**config.mk**
```make
export PLATFORM = sky130hd
export DESIGN_NAME = decoder_scan
export DESIGN_NICKNAME = d
export VERILOG_FILES = /design/src/rtl/decoder_pkg.sv /design/src/rtl/onehot_dec.sv /design/src/rtl/decoder_scan.sv
export SDC_FILE = /design/constraint.sdc
export NUM_CORES = 1
export LEC_CHECK = 0
export BUFFER_PORTS_ARGS = -buffer_cell sky130_fd_sc_hd__buf_2
export CAP_MARGIN = 15
export CORE_MARGIN = 5
export CORE_UTILIZATION = 50
export CTS_CLUSTER_DIAMETER = 30
export DETAILED_ROUTE_END_ITERATION = 16
export PLACE_DENSITY = 0.76
export SYNTH_ARGS = -nofsm -noshare
export SYNTH_HDL_FRONTEND = slang
export SYNTH_HIERARCHICAL = 1
export SYNTH_SLANG_ARGS = --single-unit
```
**constraint.sdc**
```tcl
create_clock -name i_clk -period 2.35 [get_ports i_clk]
set_input_delay 0.3525 -clock i_clk [delete_from_list [all_inputs] [get_ports i_clk]]
set_output_delay 0.3525 -clock i_clk [all_outputs]
set_load 0.05 [all_outputs]
```
**src/rtl/decoder_pkg.sv**
```systemverilog
// ---------------------------------------------------------------------------
// decoder_pkg
//   Shared definitions for the scanning one-hot decoder:
//     - mode_t    : encoding of the 2-bit mode input
//     - state_t   : FSM state encoding used by decoder_scan
//     - onehot()  : wide one-hot helper, callers keep the low 2^N bits
//   Supported address widths are 1..ONEHOT_SELW bits.
// ---------------------------------------------------------------------------
package decoder_pkg;

  // Mode input encoding.
  typedef enum logic [1:0] {
    MODE_OFF    = 2'b00,
    MODE_DIRECT = 2'b01,
    MODE_UP     = 2'b10,
    MODE_DOWN   = 2'b11
  } mode_t;

  // FSM states.
  // HOLD shows the current scan position, GAP is the blanking interval
  // between two scan positions.
  typedef enum logic [1:0] {
    ST_OFF    = 2'b00,
    ST_DIRECT = 2'b01,
    ST_HOLD   = 2'b10,
    ST_GAP    = 2'b11
  } state_t;

  // Widest selector the helper understands, and the matching output width.
  localparam int unsigned ONEHOT_SELW = 8;
  localparam int unsigned ONEHOT_MAXW = 1 << ONEHOT_SELW;

  // One-hot encode of sel. Narrower decoders take the low 2^N bits, which
  // is exact because a zero-extended N-bit selector never reaches above them.
  function automatic logic [ONEHOT_MAXW-1:0] onehot(input logic [ONEHOT_SELW-1:0] sel);
    logic [ONEHOT_MAXW-1:0] v;
    v      = '0;
    v[sel] = 1'b1;
    return v;
  endfunction

endpackage

```
**src/rtl/onehot_dec.sv**
```systemverilog
// ---------------------------------------------------------------------------
// onehot_dec
//   Purely combinational N-to-2^N one-hot decoder with selectable output
//   polarity. It is the parametrised form of the old 3-to-8 gate decoder;
//   any registering is left to the instantiating module.
//
// Ports
//   i_a   [N-1:0]     address to decode
//   i_en              1 = drive the selected bit active, 0 = all inactive
//   o_y   [2^N-1:0]   decoded select, active-high unless ACT_LOW=1
// ---------------------------------------------------------------------------
module onehot_dec #(
  parameter int N       = 3,
  parameter bit ACT_LOW = 1'b0
) (
  input  logic [N-1:0]      i_a,
  input  logic              i_en,
  output logic [2**N-1:0]   o_y
);

  import decoder_pkg::*;

  localparam int W = 2**N;

  logic [ONEHOT_MAXW-1:0] w_full;
  logic [W-1:0]           w_hot;

  // Wide decode from the package helper, trimmed to this decoder's width.
  // Gating by i_en happens before polarity so "inactive" is the same level
  // in both polarities.
  always_comb begin
    w_full = onehot(ONEHOT_SELW'(i_a));
    w_hot  = i_en ? w_full[W-1:0] : '0;
    o_y    = ACT_LOW ? ~w_hot : w_hot;
  end

  // The bits above 2^N are always zero; fold them into a sink so they are
  // visibly consumed.
  generate
    if (W < ONEHOT_MAXW) begin : g_trim
      logic w_unusedHigh;
      assign w_unusedHigh = |w_full[ONEHOT_MAXW-1:W];
    end
  endgenerate

endmodule

```
**src/rtl/decoder_scan.sv**
```systemverilog
// ---------------------------------------------------------------------------
// decoder_scan
//   Registered N-to-2^N one-hot decoder for digit selects / row strobes.
//   Modes: off, direct decode of i_a, auto-scan up, auto-scan down.
//   Auto-scan shows each index for i_dwell+1 cycles, then blanks for BLANK
//   cycles, then advances. o_wrap pulses on the first cycle shown after the
//   scan jumps back to its start index.
//
// Parameters
//   N        address width, output width is 2^N
//   DW       width of the dwell input
//   BLANK    blank cycles between scan positions (0 = none)
//   ACT_LOW  1 = o_x active-low
//
// Ports
//   i_clk              clock, everything changes on the rising edge
//   i_rst              synchronous active-high reset, wins over i_en
//   i_en               clock enable, low freezes every register
//   i_mode  [1:0]      00 off, 01 direct, 10 scan up, 11 scan down
//   i_a     [N-1:0]    address used in direct mode
//   i_last  [N-1:0]    highest index visited while scanning
//   i_dwell [DW-1:0]   scan position is held for i_dwell+1 cycles
//   o_x     [2^N-1:0]  one-hot select
//   o_idx   [N-1:0]    currently selected index
//   o_act              o_x has an active bit
//   o_wrap             one-cycle pulse when the scan restarts at its start
// ---------------------------------------------------------------------------
module decoder_scan
  import decoder_pkg::*;
#(
  parameter int N       = 3,
  parameter int DW      = 8,
  parameter int BLANK   = 1,
  parameter bit ACT_LOW = 1'b0
) (
  input  logic              i_clk,
  input  logic              i_rst,
  input  logic              i_en,
  input  logic [1:0]        i_mode,
  input  logic [N-1:0]      i_a,
  input  logic [N-1:0]      i_last,
  input  logic [DW-1:0]     i_dwell,
  output logic [2**N-1:0]   o_x,
  output logic [N-1:0]      o_idx,
  output logic              o_act,
  output logic              o_wrap
);

  localparam int W  = 2**N;
  // Blank counter runs 0..BLANK-1; keep at least one bit so BLANK=0/1 still
  // elaborate cleanly.
  localparam int BW = (BLANK > 1) ? $clog2(BLANK) : 1;
  localparam logic [BW-1:0] BLANK_LAST = BW'((BLANK > 0) ? (BLANK - 1) : 0);
  localparam logic [W-1:0]  X_IDLE     = ACT_LOW ? {W{1'b1}} : {W{1'b0}};

  mode_t          w_mode;
  state_t         r_state;
  state_t         w_state;
  logic [N-1:0]   r_idx;
  logic [N-1:0]   w_idx;
  logic [DW-1:0]  r_cnt;
  logic [DW-1:0]  w_cnt;
  logic [BW-1:0]  r_bcnt;
  logic [BW-1:0]  w_bcnt;
  logic           w_wrap;
  logic           w_act;
  logic [W-1:0]   w_x;
  logic [N-1:0]   w_advIdx;
  logic           w_advWrap;
  logic [W-1:0]   r_x;
  logic           r_act;
  logic           r_wrap;

  assign w_mode = mode_t'(i_mode);

  // Next scan position and whether reaching it counts as a wrap.
  // Any jump back to the start index counts as a wrap, including the case
  // where i_last was lowered below the current index mid-scan. The direction
  // is taken from the mode at the moment of advancing, so flipping between
  // up and down only affects the next step.
  always_comb begin
    w_advIdx  = r_idx;
    w_advWrap = 1'b0;
    if (w_mode == MODE_DOWN) begin
      if ((r_idx == '0) || (r_idx > i_last)) begin
        w_advIdx  = i_last;
        w_advWrap = 1'b1;
      end else begin
        w_advIdx = r_idx - 1'b1;
      end
    end else begin
      if (r_idx >= i_last) begin
        w_advIdx  = '0;
        w_advWrap = 1'b1;
      end else begin
        w_advIdx = r_idx + 1'b1;
      end
    end
  end

  // State register plus every registered output. Outputs are computed from
  // the next state so a direct-mode address shows up right after the edge
  // that samples it.
  always_ff @(posedge i_clk) begin
    if (i_rst) begin
      r_state <= ST_OFF;
      r_idx   <= '0;
      r_cnt   <= '0;
      r_bcnt  <= '0;
      r_x     <= X_IDLE;
      r_act   <= 1'b0;
      r_wrap  <= 1'b0;
    end else if (i_en) begin
      r_state <= w_state;
      r_idx   <= w_idx;
      r_cnt   <= w_cnt;
      r_bcnt  <= w_bcnt;
      r_x     <= w_x;
      r_act   <= w_act;
      r_wrap  <= w_wrap;
    end
  end

  // Next-state logic. Mode is re-evaluated every enabled cycle; leaving the
  // scan modes clears both counters, and entering them always starts a fresh
  // HOLD at the start index. The dwell compare uses >= so lowering i_dwell
  // below the running count ends the HOLD on the next cycle.
  always_comb begin
    w_state = r_state;
    w_idx   = r_idx;
    w_cnt   = r_cnt;
    w_bcnt  = r_bcnt;
    w_wrap  = 1'b0;
    case (w_mode)
      MODE_OFF: begin
        w_state = ST_OFF;
        w_cnt   = '0;
        w_bcnt  = '0;
      end
      MODE_DIRECT: begin
        w_state = ST_DIRECT;
        w_idx   = i_a;
        w_cnt   = '0;
        w_bcnt  = '0;
      end
      default: begin
        case (r_state)
          ST_HOLD: begin
            if (r_cnt >= i_dwell) begin
              w_cnt = '0;
              if (BLANK == 0) begin
                w_idx  = w_advIdx;
                w_wrap = w_advWrap;
              end else begin
                w_state = ST_GAP;
                w_bcnt  = '0;
              end
            end else begin
              w_cnt = r_cnt + 1'b1;
            end
          end
          ST_GAP: begin
            if (r_bcnt == BLANK_LAST) begin
              w_state = ST_HOLD;
              w_idx   = w_advIdx;
              w_wrap  = w_advWrap;
              w_bcnt  = '0;
            end else begin
              w_bcnt = r_bcnt + 1'b1;
            end
          end
          default: begin
            w_state = ST_HOLD;
            w_idx   = (w_mode == MODE_UP) ? '0 : i_last;
            w_cnt   = '0;
            w_bcnt  = '0;
          end
        endcase
      end
    endcase
  end

  // Output logic: a bit is lit in DIRECT and HOLD only; OFF and GAP blank
  // the select while o_idx keeps its value.
  always_comb begin
    w_act = (w_state == ST_DIRECT) || (w_state == ST_HOLD);
  end

  onehot_dec #(
    .N       (N),
    .ACT_LOW (ACT_LOW)
  ) u_dec (
    .i_a  (w_idx),
    .i_en (w_act),
    .o_y  (w_x)
  );

  assign o_x    = r_x;
  assign o_idx  = r_idx;
  assign o_act  = r_act;
  assign o_wrap = r_wrap;

endmodule

```
* Yosys cells after proc, flatten, opt, wreduce, memory -nomap -nowiden
Cells that the tools add are included.
** Storage, ports and cells
- Bits in registers :: 24
- Input port bits :: 19
- Output and inout port bits :: 13
- Word-level logic and storage cells :: 60
** Operators by class
- Add/sub/neg operators :: 4
- Magnitude comparators :: 5
- Equality and inequality tests :: 9
- Mux-type cells :: 27
- Reduce and logical (&&, ||, !) cells :: 8
** Operators by type and width (count)
- 2-to-1 mux 8 bit :: 3
- one-hot mux 8 bit (2 select lines) :: 1
- 2-to-1 mux 3 bit :: 5
- one-hot mux 3 bit (2 select lines) :: 2
- equality test 2 bit (second input constant) :: 5
- 2-to-1 mux 1 bit :: 10
- < comparator 3 x 9 -> 1 bit (second input constant) :: 1
- adder 8 x 1 -> 8 bit (second input constant) :: 1
- >= comparator 8 bit :: 1
- one-hot mux 2 bit (2 select lines) :: 2
- equality test 2 x 1 -> 1 bit (second input constant) :: 2
- 2-to-1 mux 2 bit :: 2
- AND reduction 2 bit :: 2
- adder 3 x 1 -> 3 bit (second input constant) :: 1
- demux 1 bit (select 3 bit) :: 1
- >= comparator 3 x 1 -> 1 bit (second input constant) :: 1
- >= comparator 3 bit :: 1
- > comparator 3 bit :: 1
- logical NOT 3 bit :: 1
- inequality test 3 bit (second input constant) :: 1
- subtractor 3 x 1 -> 3 bit (second input constant) :: 1
- logical NOT 2 bit :: 1
- logical OR 1 bit :: 2
- inequality test 2 bit (second input constant) :: 1
- other kinds (4) :: 4

* Longest topological paths before layout
Gate-level depths: netlist of the first run.
- Depth in word-level cells :: 12
- Mapped depth :: 11
- Mapped depth without buffers :: 11

* Modules after synthesis
Netlist of the first run, hierarchy kept.
** Modules (own cells, without submodules)
- decoder_scan :: times used 1, cells an instance 197, area each 1582.8 sq um
- onehot_dec :: times used 1, cells an instance 8, area each 96.3 sq um

* Worst setup path before layout of the first run
No wires, ideal clock.
- Kind :: register to register
- Start point :: reg r_idx[0] (netlist: o_idx[0])
- End point :: reg r_x[1] (netlist: o_x[1])
- Library setup time :: 0.128 ns
- Data arrival time :: 2.833 ns
- Data required time :: 2.222 ns
- Path slack :: -0.611 ns
- Stages on the path, launching flop included :: 12
- Period minus slack after synthesis :: 2.961 ns
- Cells stage by stage :: dfxtp_1 inv_1 ha_1 nand3_1 o21ai_0 a2bb2oi_1 nor2_1 a221o_1 a31oi_1 and4bb_2 mux2i_1 nor2_1
** On the way
- Cells in the longest elaborated chain, start to end :: 12
- Elaborated cells between the ends (all ways) :: 18
- Those cells by class :: add/sub: 2; order compare: 4; mux: 9; reduce/logical: 3
** RTL lines
- start, declared :: line decoder_scan.sv:59 : logic [N-1:0] r_idx;
- start signal, assigned :: line decoder_scan.sv:115 : r_idx <= w_idx;
- > comparator 3 bit / logical NOT 3 bit (equally long branches) :: line decoder_scan.sv:85 : if ((r_idx == '0) || (r_idx > i_last)) begin
- logical OR 1 bit :: line decoder_scan.sv:85
- 2-to-1 mux 3 bit :: line decoder_scan.sv:85
- 2-to-1 mux 3 bit * :: line decoder_scan.sv:84 : if (w_mode == MODE_DOWN) begin
- 2-to-1 mux 3 bit * :: line decoder_scan.sv:163 : if (r_bcnt == BLANK_LAST) begin
- one-hot mux 3 bit (2 select lines) * :: line decoder_scan.sv:147 : case (r_state)
- one-hot mux 3 bit (2 select lines) * :: line decoder_scan.sv:134 : case (w_mode)
- named net w_idx[1] :: line decoder_scan.sv:60 : logic [N-1:0] w_idx;
- < comparator 3 x 9 -> 1 bit (implied by the code) / >= comparator 3 x 1 -> 1 bit (equally long branches) :: line decoder_pkg.sv:38 : v[sel] = 1'b1;
- logical AND 1 bit (implied by the code) :: line decoder_pkg.sv:38
- 2-to-1 mux 1 bit (implied by the code) :: line decoder_pkg.sv:38
- demux 1 bit (select 3 bit) *
- 2-to-1 mux 8 bit * :: line onehot_dec.sv:33 : w_hot = i_en ? w_full[W-1:0] : '0;
- named net w_x[1] :: line decoder_scan.sv:67 : logic [W-1:0] w_x;
- end signal, assigned :: line decoder_scan.sv:118 : r_x <= w_x;
- end, declared :: line decoder_scan.sv:70 : logic [W-1:0] r_x;
The timed path passes the listed nets; every way through them passes the cells marked *.
A chain may end at the register's enable or synchronous reset.

* Worst setup path in the final report of the first run
- Start point :: reg r_idx[1] (netlist: o_idx[1])
- End point :: reg r_x[4] (netlist: o_x[4])
** On the way
- Cells in the longest elaborated chain, start to end :: 12
- Elaborated cells between the ends (all ways) :: 18
- Those cells by class :: add/sub: 2; order compare: 4; mux: 9; reduce/logical: 3
** RTL lines (line)
- > comparator 3 bit / logical NOT 3 bit (equally long branches) :: decoder_scan.sv:85
- logical OR 1 bit :: decoder_scan.sv:85
- 2-to-1 mux 3 bit :: decoder_scan.sv:85
- 2-to-1 mux 3 bit :: decoder_scan.sv:84
- 2-to-1 mux 3 bit :: decoder_scan.sv:163
- one-hot mux 3 bit (2 select lines) :: decoder_scan.sv:147
- one-hot mux 3 bit (2 select lines) * :: decoder_scan.sv:134
- named net w_idx[1] :: decoder_scan.sv:60
- < comparator 3 x 9 -> 1 bit (implied by the code) / >= comparator 3 x 1 -> 1 bit (equally long branches) :: decoder_pkg.sv:38
- logical AND 1 bit (implied by the code) :: decoder_pkg.sv:38
- 2-to-1 mux 1 bit (implied by the code) :: decoder_pkg.sv:38
- demux 1 bit (select 3 bit) *
- 2-to-1 mux 8 bit * :: onehot_dec.sv:33
- named net w_x[4] :: decoder_scan.sv:67
Marked as above.

==> results of run 1 <==
-- area by class of cell --
type                            instances  area [sq um]
Inverter                               16          62.6
Timing Repair Buffer                   47           275
Clock buffer                            3          22.5
Tap cell                               46          57.6
Sequential cell                        23           472
Clock inverter                          1          5.00
Multi-Input combinational cell        157          1240
Fill cell                             291          1140
-- per-stage QoR --
step | instance area (sq um) | hold slack, ps | setup TNS, ps | power, W | setup slack [ps]
3_5_place_dp | 2060 | 464 | -1860 | 0.000718 | -283
2_1_floorplan | 1770 | 460 | 0 | 0.000633 | 17.5
5_1_grt | 2140 | 371 | -641 | 0.000983 | -121
6_report | 2140 | 365 | -4.11 | 0.000924 | -4.11
3_3_place_gp | 2060 | 457 | -1410 | 0.000713 | -227
4_1_cts | 2100 | 351 | 0 | 0.000909 | 5.09
-- synthesized netlist by cell type, drive strengths merged (2+ instances only) --
cell type / instances
a31oi: 7
nand2: 15
ha: 15
nor2: 23
nor2b: 3
a21oi: 9
a21o: 3
o21ai: 13
o21a: 2
buf: 5
clkbuf: 4
a311oi: 2
or3b: 2
inv: 16
a211o: 3
a211oi: 5
o31ai: 4
a41oi: 2
dfxtp: 23
and4bb: 3
nand3: 6
mux2i: 8
nand2b: 7
and3: 3
nor3: 4
and4b: 3
-- power groups by stage --
stage | logic, W | registers, W | clock network, W
3_5_place_dp | 0.000295 | 0.000424 | 0
6_report | 0.000324 | 0.000415 | 0.000185
3_3_place_gp | 0.000289 | 0.000424 | 0
5_1_grt | 0.000354 | 0.000417 | 0.000212
4_1_cts | 0.000298 | 0.000415 | 0.000196
2_1_floorplan | 0.000173 | 0.000460 | 0
-- kinds of logic after synthesis --
logic type | share of synthesized area (%)
AND/OR/NAND/NOR | 25.9
AO/OA/AOI/OAI | 24.0
buffers and inverters | 5.74
flip-flops | 27.4
adder cells (fa/ha/maj) | 11.2
multiplexers | 4.77
XOR/XNOR | 1.04
-- metal layers --
layer / global-route usage, % / vias to the layer above / share of wire [%]
li1: - / 833 / -
met1: 24.8 / 734 / 44
met2: 33.2 / 39 / 51
met3: 3.61 / 4 / 4.3
met4: 2.73 / 0 / 0.95
met5: 0 / - / 0
-- critical path, cell delays in order, from the launching register on --
cell and delay [ps]:
dfxtp_4 390, ha_4 240, a211oi_4 300, a2bb2oi_4 200, nor2_2 70, a221o_1 350
a31oi_4 230, and4bb_2 260, mux2i_1 140, nor2_1 60
-- sequential cells by signal (all words and copies together) (netlist names) --
name / flops
o_act: 1
o_idx: 3
o_wrap: 1
o_x: 8
r_cnt: 8
r_state: 2
-- worst min path at each step --
stage	startpoint	endpoint	slack, ps	cells past startpoint
finish	i_mode[0]	r_state[0]$_SDFFE_PP0P_	370	3
global route	i_mode[1]	o_idx[2]$_SDFFE_PP0P_	370	2
CTS	i_mode[0]	r_state[0]$_SDFFE_PP0P_	350	3
detailed placement	o_act$_SDFFE_PP0P_	o_act$_SDFFE_PP0P_	460	2
global placement	o_act$_SDFFE_PP0P_	o_act$_SDFFE_PP0P_	460	2
floorplan	r_cnt[6]$_SDFFE_PP0P_	r_cnt[6]$_SDFFE_PP0P_	460	1
-- repair_timing --
item	in CTS	in global routing
pin swaps	2	4
hold endpoints to repair	0	0
hold buffers	0	0
resized for setup	1	9
setup endpoints to repair	7	8
buffers inserted	0	1
==> results_dict.tcl, run 1 <==
set metrics [dict create \
    cts_tree "yes" \
    finalWorstSetupSlack_ps -4.11 \
    fin_cells 293 \
    synth_seq_area_share_pct 27.4 \
    period_share_pct 100 \
    ir_drop_v 0.000330 \
    ios 32 \
    yosys.area.top_type_share_pct 27.4 \
    rsz0062_at_grt "true" \
    p_comb_share_pct 35.1 \
    swShare_pct 34.2 \
    leakagePower_nw 0.966 \
    r2r_setup_slack_ps -4 \
    synthTopCellsByArea "dfxtp_1 27%, ha_1 11%, nor2_1 5.1%" \
    required_ps 2550 \
    syn-num-nets 239 \
    fmax_mhz 425 \
    yosys_warnings 6 \
    switchingPower_w 0.000316 \
    dr_total_vias 1610 \
    die_area_sq_mm 0.00462 \
    layout_min_cycle_time_ps 2350 \
    die-height_um 68.0 \
    r2r_end "o_x[4]$_SDFFE_PP0P_" \
    r2r-start "o_idx[1]$_SDFFE_PP0P_" \
    grt_pass1_vias 1473 \
    portBuffers 31 \
    yosysTopAreaCell "dfxtp_1" \
    worst_clock_skew_ps 3.35 \
    worstRegToRegCells 9 \
    drt-initial-drc-count 57 \
    synth_edf_count 0 \
    cts_max_level 1 \
    hold_path.class "primary input to register" \
    firstDrtPassIters 4 \
    layout.nets 282 \
    start_util_pct 51.1 \
    ys.flop_type "dfxtp_1" \
    final_common_cell "buf_2" \
    ys_types 46 \
    die_w_um 68.0 \
    violations "setup timing" \
    clkPwrFrac_pct 20.0 \
    relSlewSlack_pct 58.5 \
    grt_usage_pct 19.1 \
    maxCapViolations 0 \
    hold_viol_final 0 \
    place_hpwl_um 3120 \
    synth_cells 205 \
    rows 21 \
    layout_common_cells "31 x buf_2, 22 x nor2_1, 20 x dfxtp_1, 16 x buf_4" \
    routed_wl_um 3990 \
    grt_pass1_wl_um 6850 \
    tightest_slew_ps 622 \
    num_antenna_cells 0 \
    grt_max_degree 27 \
    place_inst 288 \
    p_per_area_mw_per_mm2 432 \
    syn2layout_area_growth_pct 27.4 \
    internal_power_w 0.000608 \
    final_core_util_pct 65.1 \
    syn_area_per_cell_sq_um 8.19 \
    path_max_fanout 8 \
    viasPerCell 5.49 \
    synth-seq-cells 23 \
    clk_latency_ps 310 \
    path_class "register to register" \
    drt.antenna.violating_nets 0 \
    cts-root-buf "clkbuf_4" \
    pwr-share-seq_pct 44.9 \
    gr-total-overflow 0 \
    clockBufferDepth 2 \
    worstSetupStartpointType "register" \
    cts.sinks 23 \
    path_clk_slew_ps 130 \
    cp-end-kind "register" \
    setup_viol 1 \
    endpoint "o_x[4]$_SDFFE_PP0P_" \
    status "complete, but fails checks" \
    maxSlewViolCount 0 \
    cts_made_buffers 3 \
    startpoint "o_idx[1]$_SDFFE_PP0P_" \
    gp_congestion 0.895 \
    layout-drive-gt1-share_pct 33.6 \
    drc 0 \
    async_reset_ff_share_pct 0 \
    antenna_found_initial 0 \
    arrival_ps 2560 \
    post_drt_wl_per_cell_um 13.6 \
    core_area_sq_mm 0.00328 \
    synthesis.area_sq_mm 0.00168 \
]
Power figures use the tool's default switching activity.
==> inputs of run 2 (changes only) <==
--- a/config.mk
+++ b/config.mk
@@ -5,6 +5,7 @@
 export SDC_FILE = /design/constraint.sdc
 export NUM_CORES = 1
 export LEC_CHECK = 0
+export ABC_AREA = 1
 export BUFFER_PORTS_ARGS = -buffer_cell sky130_fd_sc_hd__buf_2
 export CAP_MARGIN = 15
 export CORE_MARGIN = 5
==> results_dict.tcl, run 2 <==
set metrics [dict create \
    status "finished clean" \
    layout.nets 316 \
    ys_types 29 \
    p_per_area_mw_per_mm2 455 \
    slowest_stage "dfxtp_2" \
    gp_congestion 0.912 \
    worst-path-buf-inv 2 \
    fmax_mhz 502 \
    maxSlewViolCount 0 \
    synth_edf_count 0 \
    post_drt_wl_per_cell_um 10.6 \
    ios 32 \
    syn_area_per_cell_sq_um 6.63 \
    n_fill_cell 332 \
    rsz0062_at_grt "false" \
    hold_buffers 0 \
    gr-total-overflow 0 \
    final.setup.tns_ps 0 \
    arrival_ps 2210 \
    cts_resized 0 \
    path_max_fanout 5 \
    path_clk_slew_ps 130 \
    synthesis.area_sq_mm 0.00166 \
    ir_drop_v 0.000267 \
    firstDrtPassIters 4 \
    layout-drive-gt1-share_pct 18.9 \
    layout_min_cycle_time_ps 1990 \
    synth_cells 250 \
    worst_path_largest_cell_delay_ps 400 \
    required_ps 2560 \
    drt.antenna.violating_nets 0 \
    regArea_sq_um 462 \
    syn-num-nets 284 \
    relSlewSlack_pct 68.4 \
    place_hpwl_um 2770 \
    r2r-start "o_idx[0]$_SDFFE_PP0P_" \
    final_common_cell "nand2_1" \
    synth_commonest_cells "45 x nand2_1, 38 x inv_1, 32 x nor2_1, 23 x dfxtp_1, 22 x o21ai_0" \
    num_antenna_cells 0 \
    crit_family "simple AND/OR/NAND/NOR gates" \
    worstRegToRegCells 14 \
    grt_max_degree 19 \
    async_reset_ff_share_pct 0 \
    core_area_sq_mm 0.00328 \
    r2r_setup_slack_ps 360 \
    r2r_end "o_x[3]$_SDFFE_PP0P_" \
    clk_latency_ps 310 \
    cts_max_level 1 \
    worstPathCellList "inv_1 > ha_1 > nand3_1 > nand3_1 > a21oi_1 > nand3_1 > nand2_1 > nand2_1 > nand2_1 > inv_1 > nand2_1 > nor2_1 > nor2_1 > nor2_1" \
    drc 0 \
    layout_common_cells "45 x nand2_1, 38 x inv_1, 32 x nor2_1, 31 x buf_2" \
    start_util_pct 50.5 \
    hold_viol_final 0 \
    crit_cells 14 \
    yosysMostFrequentCell "nand2_1" \
    clockBufferDepth 2 \
    multiInputGateArea_sq_mm 0.00101 \
    syn2layout_area_growth_pct 13.4 \
    grt_usage_pct 17.1 \
    period_share_pct 84.8 \
    p_total_w 0.000855 \
    cts_made_buffers 3 \
    routed_wl_um 3460 \
    setup_viol 0 \
    cts.sinks 23 \
    cpMostUsedCell "nand2_1" \
    worstSetupStartpointType "register" \
    postCtsSetupRepairBufs 0 \
    hold_path.class "primary input to register" \
    drt-initial-drc-count 77 \
    die-height_um 67.6 \
    cts-root-buf "clkbuf_4" \
    ys.flop_type "dfxtp_1" \
    path_class "register to register" \
    leakagePower_nw 0.964 \
    die_w_um 67.6 \
    maxCapViolations 0 \
    rows 21 \
    cp-end-kind "register" \
    die_area_sq_mm 0.00457 \
    startpoint "o_idx[0]$_SDFFE_PP0P_" \
    cts_tree "yes" \
    endpoint "o_x[3]$_SDFFE_PP0P_" \
    synthTopCellsByArea "dfxtp_1 28%, ha_1 11%, nand2_1 10%" \
    worst_clock_skew_ps 7.74 \
    dr_total_vias 1635 \
    viasPerCell 5.00 \
    tightest_slew_ps 473 \
    portBuffers 31 \
    yosysTopAreaCell "dfxtp_1" \
    antenna_found_initial 0 \
    yosys_warnings 6 \
    grt_pass1_vias 1537 \
    grt_pass1_wl_um 6170 \
    yosys.area.top_type_share_pct 27.8 \
    synth_seq_area_share_pct 27.8 \
    synth-seq-cells 23 \
]
[run 2: cell types whose count changed after synthesis, moves of 5 or more]
| cell | before | now |
|---|---|---|
| a211oi_1 | 5 | 0 |
| nand3_1 | 6 | 20 |
| nor2_1 | 23 | 32 |
| mux2i_1 | 8 | 0 |
| nand2b_1 | 6 | 0 |
| inv_1 | 16 | 38 |
| a21oi_1 | 9 | 21 |
| a31oi_1 | 7 | 0 |
| o21ai_0 | 13 | 22 |
| nand2_1 | 15 | 45 |
[run 2: logic make-up after synthesis]
group	count (synthesis)	synth area share (%)
simple gates	111	30.6
compound gates	51	17.2
buf+inv	47	11.5
flops	23	27.8
fa+ha+maj	15	11.3
xor+xnor	3	1.59
[run 2: layer usage]
layer / wire length [um] / share of wire [%] / global-route usage, % / up-vias
met5: 0 / 0 / 0 / -
met4: 0 / 0 / 4.05 / 0
met3: 137 / 4.0 / 2.33 / 0
met2: 1700 / 49 / 30.5 / 31
met1: 1620 / 47 / 21.4 / 727
li1: - / - / - / 877
[run 2: how the worst min path moves through the flow]
stage	from	end	depth (start not counted)
after CTS	i_rst	r_cnt[2]$_SDFFE_PP0P_	2
after global placement	o_x[2]$_SDFFE_PP0P_	o_x[2]$_SDFFE_PP0P_	2
after global routing	i_rst	r_cnt[2]$_SDFFE_PP0P_	2
final	i_rst	r_cnt[2]$_SDFFE_PP0P_	2
after detailed placement	o_x[4]$_SDFFE_PP0P_	o_x[4]$_SDFFE_PP0P_	2
after floorplan	r_cnt[0]$_SDFFE_PP0P_	r_cnt[0]$_SDFFE_PP0P_	2
[run 2: final cells by class]
| class | instances | share of cell area (%) |
|---|---|---|
| clock buffer | 3 | 1.20 |
| tap | 46 | 3.06 |
| timing repair buffer | 33 | 9.05 |
| sequential | 23 | 24.6 |
| inverter | 41 | 8.26 |
| multi-input combinational | 180 | 53.6 |
| clock inverter | 1 | 0.266 |
[run 2: metrics by stage]
| step | area [sq um] | utilization (%) | hold WS [ps] | setup slack (ps) | instances |
|---|---|---|---|---|---|
| after CTS | 1880 | 57.2 | 332 | 297 | 327 |
| after global routing | 1880 | 57.2 | 330 | 70.4 | 327 |
| final | 1880 | 57.2 | 334 | 357 | 327 |
| after detailed placement | 1850 | 56.3 | 481 | 270 | 323 |
| after global placement | 1850 | 56.3 | 479 | 290 | 323 |
| after floorplan | 1660 | - | 483 | 155 | 250 |
[run 2: power by group]
| group | total (W) | switching (W) | internal (W) | leakage, nW |
|---|---|---|---|---|
| Sequential | 0.000421 | 0.0000129 | 0.000408 | 0.189 |
| Combinational | 0.000252 | 0.000174 | 0.0000778 | 0.758 |
| Clock | 0.000183 | 0.000119 | 0.0000635 | 0.0177 |
==> inputs of run 3 (changes only) <==
--- a/config.mk
+++ b/config.mk
@@ -9,10 +9,10 @@
 export BUFFER_PORTS_ARGS = -buffer_cell sky130_fd_sc_hd__buf_2
 export CAP_MARGIN = 15
 export CORE_MARGIN = 5
-export CORE_UTILIZATION = 50
+export CORE_UTILIZATION = 55
 export CTS_CLUSTER_DIAMETER = 30
 export DETAILED_ROUTE_END_ITERATION = 16
-export PLACE_DENSITY = 0.76
+export PLACE_DENSITY = 0.79
 export SYNTH_ARGS = -nofsm -noshare
 export SYNTH_HDL_FRONTEND = slang
 export SYNTH_HIERARCHICAL = 1
==> constraint.sdc (replaced) <==
create_clock -name i_clk -period 2.01 [get_ports i_clk]
set_input_delay 0.3015 -clock i_clk [delete_from_list [all_inputs] [get_ports i_clk]]
set_output_delay 0.3015 -clock i_clk [all_outputs]
set_load 0.05 [all_outputs]
==> results_dict.tcl, run 3 (synthesis results as in run 2) <==
set metrics [dict create \
    grt_usage_pct 17.7 \
    n_fill_cell 262 \
    portBuffers 31 \
    r2r-start "o_idx[0]$_SDFFE_PP0P_" \
    antenna_found_initial 0 \
    ir_drop_v 0.000383 \
    tightest_slew_ps 365 \
    swShare_pct 36.1 \
    hold_buffers 0 \
    layout.nets 323 \
    path_clk_slew_ps 130 \
    hold_path.class "primary input to register" \
    fin_hold_ws_ps 298 \
    internal_power_w 0.000660 \
    cts-root-buf "clkbuf_4" \
    gr-total-overflow 0 \
    place_hpwl_um 2790 \
    drc 0 \
    final.setup.tns_ps 0 \
    die_area_sq_mm 0.00421 \
    core_area_sq_mm 0.00298 \
    startpoint "o_idx[0]$_SDFFE_PP0P_" \
    die_w_um 64.9 \
    crit_family "simple AND/OR/NAND/NOR gates" \
    drt.antenna.violating_nets 0 \
    setup_viol 0 \
    arrival_ps 2080 \
    path_class "register to register" \
    clockBufferDepth 2 \
    cp-end-kind "register" \
    layout_common_cells "42 x nand2_1, 36 x inv_1, 32 x nor2_1, 31 x buf_2, 21 x o21ai_0" \
    viasPerCell 5.14 \
    worst-path-buf-inv 1 \
    cpMostUsedCell "nand2_1" \
    slowest_stage "dfxtp_4" \
    ios 32 \
    worst_clock_skew_ps 10.1 \
    dpl-instance-area_sq_mm 0.00188 \
    routed_wl_um 3610 \
    final_area_sq_mm 0.00198 \
    start_util_pct 55.7 \
    leakagePower_nw 1.00 \
    period_share_pct 93.0 \
    worstPathCellList "inv_1 > ha_1 > nand3_1 > nand2_1 > nand2_2 > nand2_1 > nand2_1 > nand3_1 > nand2_1 > nand2_1 > nand2_1 > nand2_1 > nor2_1 > nor2_1 > nor2_1" \
    maxCapViolations 0 \
    die-height_um 64.9 \
    min-delay-start "i_rst" \
    dr_total_vias 1649 \
    p_total_w 0.00103 \
    required_ps 2220 \
    hold_viol_final 0 \
    switchingPower_w 0.000372 \
    grt_max_degree 19 \
    worstSetupStartpointType "register" \
    layout-drive-gt1-share_pct 26.4 \
    maxSlewViolCount 0 \
    grt_pass1_vias 1538 \
    p_per_area_mw_per_mm2 521 \
    rsz0062_at_grt "true" \
    final_core_util_pct 66.5 \
    fmax_mhz 535 \
    path_max_fanout 4 \
    clkPwrFrac_pct 20.8 \
    clk_latency_ps 310 \
    post_drt_wl_per_cell_um 11.2 \
    worst_path_largest_cell_delay_ps 390 \
    status "finished clean" \
    layout_min_cycle_time_ps 1870 \
    cts_tree "yes" \
    num_antenna_cells 0 \
    final_common_cell "nand2_1" \
    gp_congestion 0.899 \
    relSlewSlack_pct 75.6 \
    grt_pass1_wl_um 6050 \
    cts.sinks 23 \
    cts_max_level 1 \
    drt-initial-drc-count 56 \
    syn2layout_area_growth_pct 19.4 \
    firstDrtPassIters 4 \
    cts_made_buffers 3 \
    rows 20 \
    p_comb_share_pct 31.4 \
    pwr-share-seq_pct 47.7 \
]
## run 3: cell types whose count changed in the layout (fill, tap and decap cells not counted), moves of 2 or more
cell,delta
ha_4,+2
inv_1,-2
a21oi_1,-2
dfxtp_1,-4
nand2_2,+3
inv_2,+2
dfxtp_2,+2
nand3_1,-2
a21oi_2,+2
nand2_1,-3
ha_1,-2
nand3_2,+2
buf_4,+7
dfxtp_4,+2
## run 3: final cells by class
class,instances,area (sq um),area share [%]
Sequential cell,23,472,23.8
Timing Repair Buffer,40,223,11.3
Clock buffer,3,22.5,1.14
Inverter,41,155,7.84
Multi-Input combinational cell,180,1060,53.6
Clock inverter,1,5.00,0.253
Tap cell,33,41.3,2.09
## run 3: final timing paths
check,endpoint,slack [ps],depth (start not counted)
worst max-delay path,o_x[3]$_SDFFE_PP0P_,140,15
worst min-delay path,r_cnt[2]$_SDFFE_PP0P_,300,2
worst max register to register,o_x[3]$_SDFFE_PP0P_,140,15
worst min register to register,o_x[4]$_SDFFE_PP0P_,510,2
## run 3: repair_timing
item,CTS,global route
endpoints found under the setup margin,0,8
resized for setup,0,17
buffers inserted,0,2
endpoints found under the hold margin,0,0
## run 3: routing by layer
| layer | vias to the layer above | global-route usage, % | part of all wire, % |
|---|---|---|---|
| met5 | - | 0 | 0 |
| met4 | 0 | 7.39 | 1.1 |
| met3 | 4 | 2.43 | 4.2 |
| met2 | 36 | 31.5 | 49 |
| met1 | 720 | 20.9 | 46 |
| li1 | 889 | - | - |
## run 3: metrics by stage
step,worst slack [ps],instances
2_1_floorplan,51.6,250
4_1_cts,48.3,319
6_report,140,321
3_5_place_dp,3.07,315
5_1_grt,-24.3,321
3_3_place_gp,13.8,315
## run 3: power groups by stage
stage / Clock (W) / Combinational (W) / Sequential [W]
final: 0.000215 / 0.000324 / 0.000492
after global routing: 0.000248 / 0.000361 / 0.000496
after floorplan: 0 / 0.000166 / 0.000562
after global placement: 0 / 0.000298 / 0.000502
after detailed placement: 0 / 0.000300 / 0.000503
after CTS: 0.000223 / 0.000302 / 0.000493
